--- src/rtl/ranging_pkg.sv ---
`default_nettype none
// +----------------------------------------------------------------------------+
// | ranging_pkg                                                                |
// | State encoding and shared constants for the ranging sequencer.             |
// | Revision: 1.0                                                              |
// +----------------------------------------------------------------------------+
package ranging_pkg;

  typedef enum logic [2:0] {
    ST_IDLE      = 3'd0,
    ST_TRIG      = 3'd1,
    ST_WAIT_ECHO = 3'd2,
    ST_MEASURE   = 3'd3,
    ST_HOLDOFF   = 3'd4
  } state_t;

  localparam int C_SYNC_DEPTH = 2;

endpackage
`default_nettype wire

--- src/rtl/phase_timer.sv ---
`default_nettype none
// +----------------------------------------------------------------------------+
// | phase_timer                                                                |
// | Loadable down-counter; expired is high while the count sits at zero.       |
// | Revision: 1.0                                                              |
// +----------------------------------------------------------------------------+
module phase_timer #(
  parameter int CNT_LEN = 16
) (
  input  logic               clk,
  input  logic               rst_n,
  input  logic               load,
  input  logic [CNT_LEN-1:0] load_val,
  output logic               expired
);

  logic [CNT_LEN-1:0] r_count;

  always_ff @(posedge clk or negedge rst_n) begin
    if (!rst_n) begin
      r_count <= '0;
    end else if (load) begin
      r_count <= load_val;
    end else if (r_count != '0) begin
      r_count <= r_count - CNT_LEN'(1);
    end
  end

  assign expired = (r_count == '0);

endmodule
`default_nettype wire

--- src/rtl/ranging_sequencer.sv ---
`default_nettype none
// +----------------------------------------------------------------------------+
// | ranging_sequencer                                                          |
// | Trigger / echo-wait / echo-width / hold-off sequencer with a shared timer. |
// | Revision: 1.0                                                              |
// +----------------------------------------------------------------------------+
module ranging_sequencer
  import ranging_pkg::*;
#(
  parameter int CNT_LEN  = 16,
  parameter int ECHO_LEN = 16
) (
  input  logic                clk,
  input  logic                rst_n,
  input  logic                start,
  input  logic                continuous,
  input  logic [CNT_LEN-1:0]  trig_len,
  input  logic [CNT_LEN-1:0]  echo_wait,
  input  logic [CNT_LEN-1:0]  holdoff,
  input  logic                echo,
  output logic                trig,
  output logic                busy,
  output logic [ECHO_LEN-1:0] result,
  output logic                result_valid,
  output logic                overrange,
  output logic                timeout_err
);

  localparam logic [ECHO_LEN-1:0] C_WIDTH_MAX = {ECHO_LEN{1'b1}};
  localparam logic [ECHO_LEN-1:0] C_WIDTH_SAT = C_WIDTH_MAX - ECHO_LEN'(1);

  state_t                  r_state;
  state_t                  w_state_next;
  logic [C_SYNC_DEPTH-1:0] r_sync;
  logic                    r_echo_d;
  logic                    w_echo_s;
  logic                    w_rise;
  logic [CNT_LEN-1:0]      r_echo_wait;
  logic [CNT_LEN-1:0]      r_holdoff;
  logic [CNT_LEN-1:0]      w_trig_m1;
  logic [CNT_LEN-1:0]      w_wait_m1;
  logic [ECHO_LEN-1:0]     r_width;
  logic                    r_trig;
  logic [ECHO_LEN-1:0]     r_result;
  logic                    r_result_valid;
  logic                    r_overrange;
  logic                    r_timeout_err;
  logic                    w_load;
  logic [CNT_LEN-1:0]      w_load_val;
  logic                    w_expired;
  logic                    w_meas_start;
  logic                    w_done;
  logic                    w_sat;
  logic                    w_timeout;

  assign w_echo_s = r_sync[C_SYNC_DEPTH-1];
  assign w_rise   = w_echo_s & ~r_echo_d;

  // A phase of length L loads L-1: the state is left on the edge after expiry.
  assign w_trig_m1 = (trig_len == '0)    ? '0 : trig_len - CNT_LEN'(1);
  assign w_wait_m1 = (r_echo_wait == '0) ? '0 : r_echo_wait - CNT_LEN'(1);

  always_comb begin
    w_state_next = r_state;
    w_meas_start = 1'b0;
    w_done       = 1'b0;
    w_sat        = 1'b0;
    w_timeout    = 1'b0;
    case (r_state)
      ST_IDLE:      if (start) w_state_next = ST_TRIG;
      ST_TRIG:      if (w_expired) w_state_next = ST_WAIT_ECHO;
      ST_WAIT_ECHO: begin
        if (w_rise) begin
          w_state_next = ST_MEASURE;
          w_meas_start = 1'b1;
        end else if (w_expired) begin
          w_state_next = ST_HOLDOFF;
          w_timeout    = 1'b1;
        end
      end
      ST_MEASURE: begin
        if (!w_echo_s) begin
          w_state_next = ST_HOLDOFF;
          w_done       = 1'b1;
        end else if (r_width >= C_WIDTH_SAT) begin
          w_state_next = ST_HOLDOFF;
          w_sat        = 1'b1;
        end
      end
      ST_HOLDOFF:   if (w_expired) w_state_next = continuous ? ST_TRIG : ST_IDLE;
      default:      w_state_next = ST_IDLE;
    endcase
  end

  always_comb begin
    w_load     = (w_state_next != r_state);
    w_load_val = '0;
    case (w_state_next)
      ST_TRIG:      w_load_val = w_trig_m1;
      ST_WAIT_ECHO: w_load_val = w_wait_m1;
      ST_HOLDOFF:   w_load_val = r_holdoff;
      default:      w_load_val = '0;
    endcase
  end

  phase_timer #(.CNT_LEN(CNT_LEN)) u_timer (
    .clk      (clk),
    .rst_n    (rst_n),
    .load     (w_load),
    .load_val (w_load_val),
    .expired  (w_expired)
  );

  always_ff @(posedge clk or negedge rst_n) begin
    if (!rst_n) begin
      r_state        <= ST_IDLE;
      r_sync         <= '0;
      r_echo_d       <= 1'b0;
      r_echo_wait    <= '0;
      r_holdoff      <= '0;
      r_width        <= '0;
      r_trig         <= 1'b0;
      r_result       <= '0;
      r_result_valid <= 1'b0;
      r_overrange    <= 1'b0;
      r_timeout_err  <= 1'b0;
    end else begin
      r_state        <= w_state_next;
      r_sync         <= {r_sync[C_SYNC_DEPTH-2:0], echo};
      r_echo_d       <= w_echo_s;
      r_trig         <= (w_state_next == ST_TRIG);
      r_result_valid <= w_done | w_sat;
      r_timeout_err  <= w_timeout;
      if (w_state_next == ST_TRIG && r_state != ST_TRIG) begin
        r_echo_wait <= echo_wait;
        r_holdoff   <= holdoff;
      end
      if (w_meas_start) begin
        r_width <= ECHO_LEN'(1);
      end else if (r_state == ST_MEASURE && w_echo_s && !w_sat) begin
        r_width <= r_width + ECHO_LEN'(1);
      end
      if (w_done) begin
        r_result    <= r_width;
        r_overrange <= 1'b0;
      end else if (w_sat) begin
        r_result    <= C_WIDTH_MAX;
        r_overrange <= 1'b1;
      end
    end
  end

  assign trig         = r_trig;
  assign busy         = (r_state != ST_IDLE);
  assign result       = r_result;
  assign result_valid = r_result_valid;
  assign overrange    = r_overrange;
  assign timeout_err  = r_timeout_err;

endmodule
`default_nettype wire

--- config.mk ---
export PLATFORM = sky130hd
export DESIGN_NAME = ranging_sequencer
export DESIGN_NICKNAME = d
export VERILOG_FILES = /design/src/rtl/ranging_pkg.sv /design/src/rtl/phase_timer.sv /design/src/rtl/ranging_sequencer.sv
export SDC_FILE = /design/constraint.sdc
export NUM_CORES = 1
export LEC_CHECK = 0
export CAP_MARGIN = 25
export CORE_ASPECT_RATIO = 1.4
export CORE_UTILIZATION = 59
export DETAILED_ROUTE_END_ITERATION = 10
export GPL_ROUTABILITY_DRIVEN = 0
export PLACE_DENSITY_LB_ADDON = 0.2
export SYNTH_ARGS = -nofsm -noshare
export SYNTH_HDL_FRONTEND = slang
export SYNTH_HIERARCHICAL = 1
export SYNTH_SLANG_ARGS = --single-unit
export TNS_END_PERCENT = 20
--- constraint.sdc ---
create_clock -name clk -period 7 [get_ports clk]
set_input_delay 1.4 -clock clk [delete_from_list [all_inputs] [get_ports clk]]
set_output_delay 1.4 -clock clk [all_outputs]
set_load 0.02 [all_outputs]
==> flow_summary.toml <==
[setup_path]
worstReg2RegEnd = "u_timer/r_count[13]"
cp-end-kind = "flop"
timing.rr.start = "u_timer/r_count[0]"
rr_worst_depth = 13
critPathSlowestCell = "a311o_1"
critPathMaxStageDelay_ps = 580
worst-r2r-setup-slack_ps = 2960
crit_type = "reg2reg"
critPathLaunchType = "flop"
path_max_fanout = 34
crit_chain = "inv_1 -> ha_1 -> nor3b_4 -> nand3_2 -> nor2_1 -> or3b_2 -> a21oi_1 -> a311o_1 -> nor3b_1 -> a22oi_1 -> buf_4 -> or3_1 -> o211a_1"
crit_arrival_ps = 4270
cp.required_ps = 7230

[power]
clkPwrFrac = 0.387
cellPowerDensity_nw_per_um2 = 183.2
p_leak_nw = 2.397
p_seq_frac = 0.511
p_total_mw = 1.098
swShare = 0.2307
power_frac_comb = 0.102
switchingPower_mw = 0.2532
p_int_mw = 0.8446
peakVddDrop_mv = 0.1420

[cts]
htreeDepth = 3
ctsRootBufferMaster = "clkbuf_16"
clk_latency_ps = 340
clk_pin_slew_ps = 60
hold_buffers = 0
clock_path_buffers = 2
cts_resized = 0
tritoncts = "yes"
cts_buffers = 9
cts.sinks = 90
cts_setup_buffers = 0

[place]
place_hpwl_mm = 8.437
io_buffers = 73

[cells_and_area]
layout-drive-gt1-share = 0.1273
antenna_cells = 0
syn_to_final_growth_pct = 21.34
final_util = 0.7351
nets = 593

[routing]
drt_iter0_drc = 197
firstDrtPassIters = 5
vias = 3955
drc = 0
drtAntennaViolNets = 0
viasPerCell = 6.219
wl_per_cell_um = 17.76
finalWirelength_mm = 11.30

[synth]
synth-edff-count = 0
ys_types = 65
synth_common_cells = "dfrtp_1 (90), nand2_1 (47), mux2_2 (32), xnor2_1 (29), nor2_1 (24)"
ys_warn_count = 6
ys_ff_latch = 90
syn_nets = 527
syn_area_um2 = 4937
synth_top_area_share = 0.4562
yosysTopAreaCell = "dfrtp_1"
ys_seq_area_frac = 0.4562
synth-async-reset-ratio = 1.000
synth_most_common_cell = "dfrtp_1"
synth_area_per_cell_um2 = 10.57
netlist_instances = 467
synth-main-ff-cell = "dfrtp_1"
synth_area_leaders = "dfrtp_1 (46%), mux2_2 (7.3%), xnor2_1 (5.1%), nand2_1 (3.6%), o22a_1 (2.8%)"

[floorplan]
initial_core_util = 0.6059
io_pins = 74
die_area_um2 = 8743
core_area_um2 = 8149
row_count = 39
die_y_um = 110.2
die_w_um = 79.31

[hold_path]
hold_path.class = "reg2reg"
hp-start = "r_sync[0]"
hold_depth = 0
worstHoldEndpoint = "r_sync[1]"

[global_routing]
grt_remaining_overflow = 0
grt_pass1_wl_mm = 18.74
grt_max_degree = 57
grt_usage = 0.2839
antenna_found_initial = 0
grt_pass1_vias = 4014

[timing]
clock_skew_ps = 6.916
fin_crit_sh = 0.5772
finalHoldViolCount = 0
fin_setup_tns_ps = 0
tightest_slew_ps = 788.4
slew_headroom = 0.4713
period_minus_slack_ps = 4040
rsz0062_at_grt = "no"
slew_viol_final = 0
hold_ws_ps = 349.9
setup_violations = 0
fmax_ghz = 0.2475

[job]
cap_violations = 0

[outcome]
status = "complete, no violations"
-- critical path: cells and delay by family, from the launching register on --
kind / cells / cell delay (ps)
adder cells (fa/ha/maj): 1 / 200
flip-flops: 1 / 410
buffers and inverters: 2 / 360
AO/OA/AOI/OAI: 4 / 900
AND/OR/NAND/NOR: 6 / 2050
-- per-layer routing --
metal / routed length (um) / GRT usage
met5: 0 / 0
met4: 363 / 0.1442
met3: 427 / 0.04609
met2: 6180 / 0.5271
met1: 4326 / 0.3092
-- logic make-up (layout without fill, tap and decap cells) --
| group | Yosys count | count (layout) | synth area share |
|---|---|---|---|
| simple gates | 177 | 177 | 0.2073 |
| xor+xnor | 40 | 40 | 0.07096 |
| mux | 36 | 36 | 0.08110 |
| fa+ha+maj | 7 | 7 | 0.01774 |
| buf+inv | 30 | 97 | 0.02661 |
| flops | 90 | 90 | 0.4562 |
| compound gates | 87 | 87 | 0.1401 |
-- how the worst max path moves through the flow --
stage / startpoint / to / slack (ps) / cells past startpoint
after detailed placement: u_timer/r_count[4] / u_timer/r_count[13] / 2750 / 11
after global placement: u_timer/r_count[4] / u_timer/r_count[13] / 2960 / 11
after CTS: u_timer/r_count[4] / u_timer/r_count[13] / 2720 / 11
after floorplan: continuous / u_timer/r_count[6] / 3540 / 9
after global routing: u_timer/r_count[4] / u_timer/r_count[13] / 2610 / 12
final: u_timer/r_count[0] / u_timer/r_count[13] / 2960 / 13
-- final cells by class --
cell class | instances | area, um2
Clock inverter | 1 | 5.005
Sequential cell | 90 | 2252
Inverter | 7 | 26.28
Fill cell | 600 | 2158
Tap cell | 102 | 127.6
Clock buffer | 11 | 242.7
Multi-Input combinational cell | 347 | 2554
Timing Repair Buffer | 78 | 783.3
-- registers in the layout (all words and copies together) (netlist names), 2 cells and up --
| register | count |
|---|---|
| result | 16 |
| r_holdoff | 16 |
| r_state | 3 |
| r_sync | 2 |
| r_echo_wait | 16 |
| u_timer/r_count | 16 |
| r_width | 16 |
-- power groups by stage --
stage / clock network, mW / registers [mW] / logic [mW]
final: 0.425 / 0.561 / 0.112
after global placement: 0 / 0.569 / 0.104
after CTS: 0.434 / 0.561 / 0.110
after global routing: 0.458 / 0.563 / 0.122
after floorplan: 0 / 0.565 / 0.0543
after detailed placement: 0 / 0.570 / 0.110
-- layout by cell type, fill, tap and decap left out, types with 9 or more instances in the layout --
master,Yosys,final
nand3_1,10,10
clkbuf_16,0,9
nor3_1,12,12
clkdlybuf4s50_1,0,72
nand2_1,47,47
nor2_1,24,24
xnor2_1,29,29
dfrtp_1,90,90
a21oi_1,14,14
nand2b_1,16,16
o221ai_1,15,15
xor2_1,11,11
mux2_2,32,32
o22a_1,16,16
-- metrics by stage --
step,std cells,instance area [um2],setup slack [ps]
2_1_floorplan,467,4937,3544
3_3_place_gp,622,5710,2957
3_5_place_dp,623,5738,2752
4_1_cts,635,5986,2723
5_1_grt,636,5991,2605
6_report,636,5991,2960
(Power assumes the default switching activity.)
